File: config.mk
export PLATFORM = sky130hd
export DESIGN_NAME = pipeline_hazard_ctrl
export DESIGN_NICKNAME = d
export VERILOG_FILES = /design/src/rtl/pipeline_hazard_ctrl.sv
export SDC_FILE = /design/constraint.sdc
export NUM_CORES = 1
export LEC_CHECK = 0
export ABC_AREA = 1
export CORE_MARGIN = 1.5
export CORE_UTILIZATION = 56
export CTS_CLUSTER_DIAMETER = 30
export DETAILED_ROUTE_END_ITERATION = 6
export PLACE_DENSITY = 0.84
export SYNTH_ARGS = -nofsm -noshare
export SYNTH_HDL_FRONTEND = slang
export SYNTH_SLANG_ARGS = --single-unit
File: constraint.sdc
create_clock -name clk -period 4.7 [get_ports clk]
set_input_delay 0.47 -clock clk [delete_from_list [all_inputs] [get_ports clk]]
set_output_delay 0.47 -clock clk [all_outputs]
set_load 0.01 [all_outputs]
File: src/rtl/pipeline_hazard_ctrl.sv
// Stall/flush controller for the 5-stage in-order pipeline: load-use bubbles,
// redirect squash, memory-wait freeze with timeout FSM and performance counters.
module pipeline_hazard_ctrl #(
  parameter int CNT_W       = 32,
  parameter int MEM_TIMEOUT = 256
) (
  input  logic             clk,
  input  logic             rst_n,
  input  logic             id_valid,
  input  logic [4:0]       id_rs1,
  input  logic [4:0]       id_rs2,
  input  logic             id_uses_rs1,
  input  logic             id_uses_rs2,
  input  logic             ex_valid,
  input  logic [4:0]       ex_rd,
  input  logic             ex_mem_read,
  input  logic             ex_redirect,
  input  logic             mem_req,
  input  logic             mem_ready,
  output logic             pc_stall,
  output logic             ifid_stall,
  output logic             ifid_flush,
  output logic             idex_stall,
  output logic             idex_bubble,
  output logic             exmem_stall,
  output logic             memwb_bubble,
  output logic             mem_err,
  output logic [CNT_W-1:0] stall_cnt,
  output logic [CNT_W-1:0] flush_cnt
);

  typedef enum logic [1:0] {
    RUN      = 2'd0,
    MEM_WAIT = 2'd1,
    ERROR    = 2'd2
  } state_t;

  localparam logic [15:0] WAIT_LAST = 16'(MEM_TIMEOUT - 1);

  state_t           r_state;
  state_t           w_state_next;
  logic [15:0]      r_wait_cnt;
  logic [15:0]      w_wait_cnt_next;
  logic             r_mem_err;
  logic [CNT_W-1:0] r_stall_cnt;
  logic [CNT_W-1:0] r_flush_cnt;

  logic             w_freeze;
  logic             w_load_use;
  logic             w_redirect_taken;
  logic [1:0]       w_src_used;
  logic [4:0]       w_src_reg [2];
  logic [1:0]       w_src_hit;

  logic w_pc_stall, w_ifid_stall, w_ifid_flush, w_idex_stall;
  logic w_idex_bubble, w_exmem_stall, w_memwb_bubble;

  assign w_src_used   = {id_uses_rs2, id_uses_rs1};
  assign w_src_reg[0] = id_rs1;
  assign w_src_reg[1] = id_rs2;

  generate
    for (genvar gi = 0; gi < 2; gi++) begin : g_src_hit
      assign w_src_hit[gi] = w_src_used[gi] & (w_src_reg[gi] == ex_rd);
    end
  endgenerate

  // x0 is hardwired zero, so a load targeting it can never be a real producer.
  assign w_load_use = ex_valid & ex_mem_read & (ex_rd != 5'd0) & id_valid & (|w_src_hit);
  assign w_freeze   = mem_req & ~mem_ready & (r_state != ERROR);

  always_comb begin
    w_pc_stall       = 1'b0;
    w_ifid_stall     = 1'b0;
    w_ifid_flush     = 1'b0;
    w_idex_stall     = 1'b0;
    w_idex_bubble    = 1'b0;
    w_exmem_stall    = 1'b0;
    w_memwb_bubble   = 1'b0;
    w_redirect_taken = 1'b0;
    if (rst_n) begin
      if ((r_state == ERROR) || w_freeze) begin
        w_pc_stall     = 1'b1;
        w_ifid_stall   = 1'b1;
        w_idex_stall   = 1'b1;
        w_exmem_stall  = 1'b1;
        w_memwb_bubble = 1'b1;
      end else if (ex_redirect) begin
        // Any load-use seen now belongs to a wrong-path instruction in ID.
        w_ifid_flush     = 1'b1;
        w_idex_bubble    = 1'b1;
        w_redirect_taken = 1'b1;
      end else if (w_load_use) begin
        w_pc_stall    = 1'b1;
        w_ifid_stall  = 1'b1;
        w_idex_bubble = 1'b1;
      end
    end
  end

  always_comb begin
    w_state_next    = r_state;
    w_wait_cnt_next = r_wait_cnt;
    case (r_state)
      RUN: begin
        if (w_freeze) begin
          w_state_next    = MEM_WAIT;
          w_wait_cnt_next = 16'd1;
        end
      end
      MEM_WAIT: begin
        if (!w_freeze) begin
          w_state_next    = RUN;
          w_wait_cnt_next = 16'd0;
        end else if (r_wait_cnt == WAIT_LAST) begin
          w_state_next = ERROR;
        end else begin
          w_wait_cnt_next = r_wait_cnt + 16'd1;
        end
      end
      ERROR: begin
        w_state_next = ERROR;
      end
      default: begin
        w_state_next    = RUN;
        w_wait_cnt_next = 16'd0;
      end
    endcase
  end

  always_ff @(posedge clk or negedge rst_n) begin
    if (!rst_n) begin
      r_state    <= RUN;
      r_wait_cnt <= 16'd0;
      r_mem_err  <= 1'b0;
    end else begin
      r_state    <= w_state_next;
      r_wait_cnt <= w_wait_cnt_next;
      r_mem_err  <= (w_state_next == ERROR);
    end
  end

  // Counters saturate at all-ones instead of wrapping.
  always_ff @(posedge clk or negedge rst_n) begin
    if (!rst_n) begin
      r_stall_cnt <= '0;
      r_flush_cnt <= '0;
    end else begin
      if (w_pc_stall && !(&r_stall_cnt)) begin
        r_stall_cnt <= r_stall_cnt + CNT_W'(1);
      end
      if (w_redirect_taken && !(&r_flush_cnt)) begin
        r_flush_cnt <= r_flush_cnt + CNT_W'(1);
      end
    end
  end

  assign pc_stall     = w_pc_stall;
  assign ifid_stall   = w_ifid_stall;
  assign ifid_flush   = w_ifid_flush;
  assign idex_stall   = w_idex_stall;
  assign idex_bubble  = w_idex_bubble;
  assign exmem_stall  = w_exmem_stall;
  assign memwb_bubble = w_memwb_bubble;
  assign mem_err      = r_mem_err;
  assign stall_cnt    = r_stall_cnt;
  assign flush_cnt    = r_flush_cnt;

endmodule

==> run_results.csv <==
group,metric,value,unit
run_status,status,"finished, final reports clean",
floorplan,io-pin-count,97,
setup_path,criticalPathCategory,"input pin to output port",
synth,synthMostInstantiatedCell,"nand2_1",
synth,synth_enable_flop_cells,0,
floorplan,die_w,104,um
clocking,path_clk_slew,0.09,ns
synth,cells_taking_the_most_area_after_synthesis,"dfrtp_1 (36%), nand2_1 (22%), nand3_1 (7.2%)",
sta,worst_slew_margin_rel,0.419,
synth,count_of_warnings_emitted_by_yosys,0,
synth,netlist-cell-type-count,33,
layout,antenna-diode-count,0,
synth,synth-main-ff-cell,"dfrtp_1",
sta,report.final.setup_viol,0,
synth,synth_commonest_cells,"nand2_1 (338), nor2_1 (88), dfrtp_1 (83)",
layout,area.growth.synth_to_final,21.0,%
setup_path,cp_common_cell,"inv_1",
floorplan,initial_utilization,0.582,
floorplan,core-area,9820,um2
detailed_routing,drt_pre_antenna_iters,7,
layout,finalNetCount,976,
setup_path,cp-end-kind,"output port",
clocking,clock_tree.htree_level_count,3,
global_route,first_global_vias,5266,
detailed_routing,drc,0,
floorplan,fp.dieArea,10800,um2
synth,synth_area_per_cell,6.66,um2
floorplan,floorplan_row_count,36,
clocking,clk_root_buffer_cell,"clkbuf_8",
synth,synth_async_sr_flop_share,1.00,
power,power-per-cell-area,214,nW/um2
setup_path,critical_path_cell_by_cell,"dlygate4sd3_1, buf_4, inv_1, nor2_1, inv_1, nand2_1, clkdlybuf4s50_1",
layout,post_route_cells_drive_above_1_share,0.0525,
setup_path,cp_data_arrival_time,2.49,ns
layout,filler_cell_count,858,
power,ir_worst_vdd,281,uV
sta,fmaxAchievable,337,MHz
synth,synth.ff_latch_count,83,
clocking,cts_resized,0,
clocking,clk-insertion-delay-late,0.37,ns
synth,synth.yosys.seq_area_share,0.363,
setup_path,crit_required,4.23,ns
layout,area_of_the_multi_input_gates,3180,um2
global_route,initial_antenna_violation_count,0,
sta,slew_viol_final,0,
global_route,grt_pass1_wl,24.9,mm
layout,filler_free_cell_count_of_the_finished_design,1086,
detailed_routing,num_vias,5778,
worst_hold_path,min_path_type,"input pin to asynchronous set/reset pin",
synth,cell_taking_the_most_area_after_synthesis,"dfrtp_1",
detailed_routing,antenna_left,0,
place,placement.io_buffers,96,
synth,netlist_area,5720,um2
setup_path,critical_path_cell_with_the_highest_stage_delay,"clkdlybuf4s50_1",
setup_path,timing.critical_path.buf_inv,5,
synth,synthesis.instances,858,
sta,fin_worst_skew,0.0132,ns
place,gp_routability_congestion,0.977,
setup_path,element_type_at_the_critical_path_start,"input pin",
layout,seqCellArea,2080,um2
setup_path,crit_path_max_incr_delay,0.59,ns
flow_run,cap_viol_max_count,0,
sta,worstMarginPinSlew,0.869,ns
global_route,pin_count_of_the_biggest_net_entering_global_routing,63,
clocking,tritoncts_clock_tree,"built",
sta,timing.final.hold_violations,0,
floorplan,die_y,104,um
detailed_routing,route.detailed.wl_per_inst,13.6,um
clocking,cts_buffer_depth,2,
detailed_routing,drt-initial-drc-count,390,
setup_path,critPathTopFamily,"buffers and inverters",
place,post-dp-hpwl,10.7,mm
place,number_of_cells_in_the_design_after_placement,1069,
sta,rsz_0062_raised_after_global_routing,"no",
global_route,gr-total-overflow,0,
sta,final_min_period_over_clock_period,0.631,
clocking,clkSinkCount,83,
clocking,numCtsBuffers,9,
synth,yosys.area.top_type_share,0.363,
sta,fin_tns_setup,0,ns
sta,layout_min_cycle_time,2.96,ns
synth,syn_nets,886,
setup_path,timing.critical_path.fanout_max,24,
detailed_routing,drt-total-wl,14.8,mm
detailed_routing,vias_per_cell,5.32,
power,static-leakage-power,0.00321,uW
global_route,grtUsageTotal,0.283,
## layout make-up
class | instances | area share
clock buffers | 10 | 0.0199
multi-input cells | 672 | 0.459
well taps | 133 | 0.0241
flip-flops and latches | 83 | 0.300
clock inverters | 6 | 0.00923
inverters | 83 | 0.0451
repair buffers | 99 | 0.142
## timing repair
item                                   4_1_cts  5_1_grt
hold buffers                                 1        0
buffers inserted                             0        0
endpoints found under the hold margin       21        0
## stage by stage
stage	cell area (um2)	power, uW	hold slack (ns)	util	setup WS [ns]
6_report	6920	1480	0.519	0.704	1.74
4_1_cts	6920	1490	0.515	0.704	1.70
3_3_place_gp	6700	951	0.383	0.683	1.93
5_1_grt	6920	1550	0.523	0.704	1.62
3_5_place_dp	6700	954	0.383	0.683	1.90
2_1_floorplan	5720	857	0.174	-	2.65
## state kept, by name, summed over array words and instances, names as in the netlist
register	flops
flush_cnt	32
r_wait_cnt	16
stall_cnt	32
mem_err	1
r_state	2
## cell usage in the layout (no fill, tap or decap), types with 2 or more instances in the layout
master / instances
nand2_1: 338
clkdlybuf4s50_1: 95
nor2_1: 88
dfrtp_1: 83
nand3_1: 82
inv_1: 78
nor3_1: 32
xor2_1: 31
o21ai_0: 22
nand4_1: 18
nand3b_1: 14
xnor2_1: 10
clkbuf_8: 10
nor2_2: 6
nand2_2: 5
inv_2: 5
or2_2: 4
nor3_2: 3
ha_1: 3
buf_4: 3
nor4_1: 2
nand3_4: 2
nor2_4: 2
and3_1: 2
clkinvlp_4: 2
clkinv_2: 2
## final timing paths
check,startpoint,endpoint,slack (ns),depth (start not counted)
setup / recovery,rst_n,pc_stall,1.74,7
hold / removal,rst_n,flush_cnt[0]$_DFFE_PN0P_,0.52,2
setup reg to reg,stall_cnt[1]$_DFFE_PN0P_,stall_cnt[12]$_DFFE_PN0P_,2.35,9
hold reg to reg,stall_cnt[27]$_DFFE_PN0P_,stall_cnt[27]$_DFFE_PN0P_,0.56,2
max in group asynchronous,rst_n,stall_cnt[21]$_DFFE_PN0P_,3.11,3
min in group clk,stall_cnt[27]$_DFFE_PN0P_,stall_cnt[27]$_DFFE_PN0P_,0.56,2
## layer usage
| layer | GRT usage | up-vias | share of wire |
|---|---|---|---|
| li1 | - | 2895 | - |
| met1 | 0.372 | 2656 | 0.44 |
| met2 | 0.457 | 197 | 0.48 |
| met3 | 0.0627 | 30 | 0.056 |
| met4 | 0.105 | 0 | 0.024 |
| met5 | 0 | - | 0 |
## power by group
| group | switching (uW) | leakage, uW | internal [uW] |
|---|---|---|---|
| registers | 38.9 | 0.00110 | 732 |
| logic | 86.6 | 0.00201 | 84.0 |
| clock network | 279 | 0.0000987 | 260 |
| total | 404 | 0.00321 | 1080 |
## logic make-up after synthesis
group,count (synthesis),synth area share
adder cells (fa/ha/maj),3,0.00657
AND/OR/NAND/NOR,601,0.459
flip-flops,83,0.363
buffers and inverters,103,0.0810
AO/OA/AOI/OAI,27,0.0276
XOR/XNOR,41,0.0628
Power figures use the tool's default switching activity.
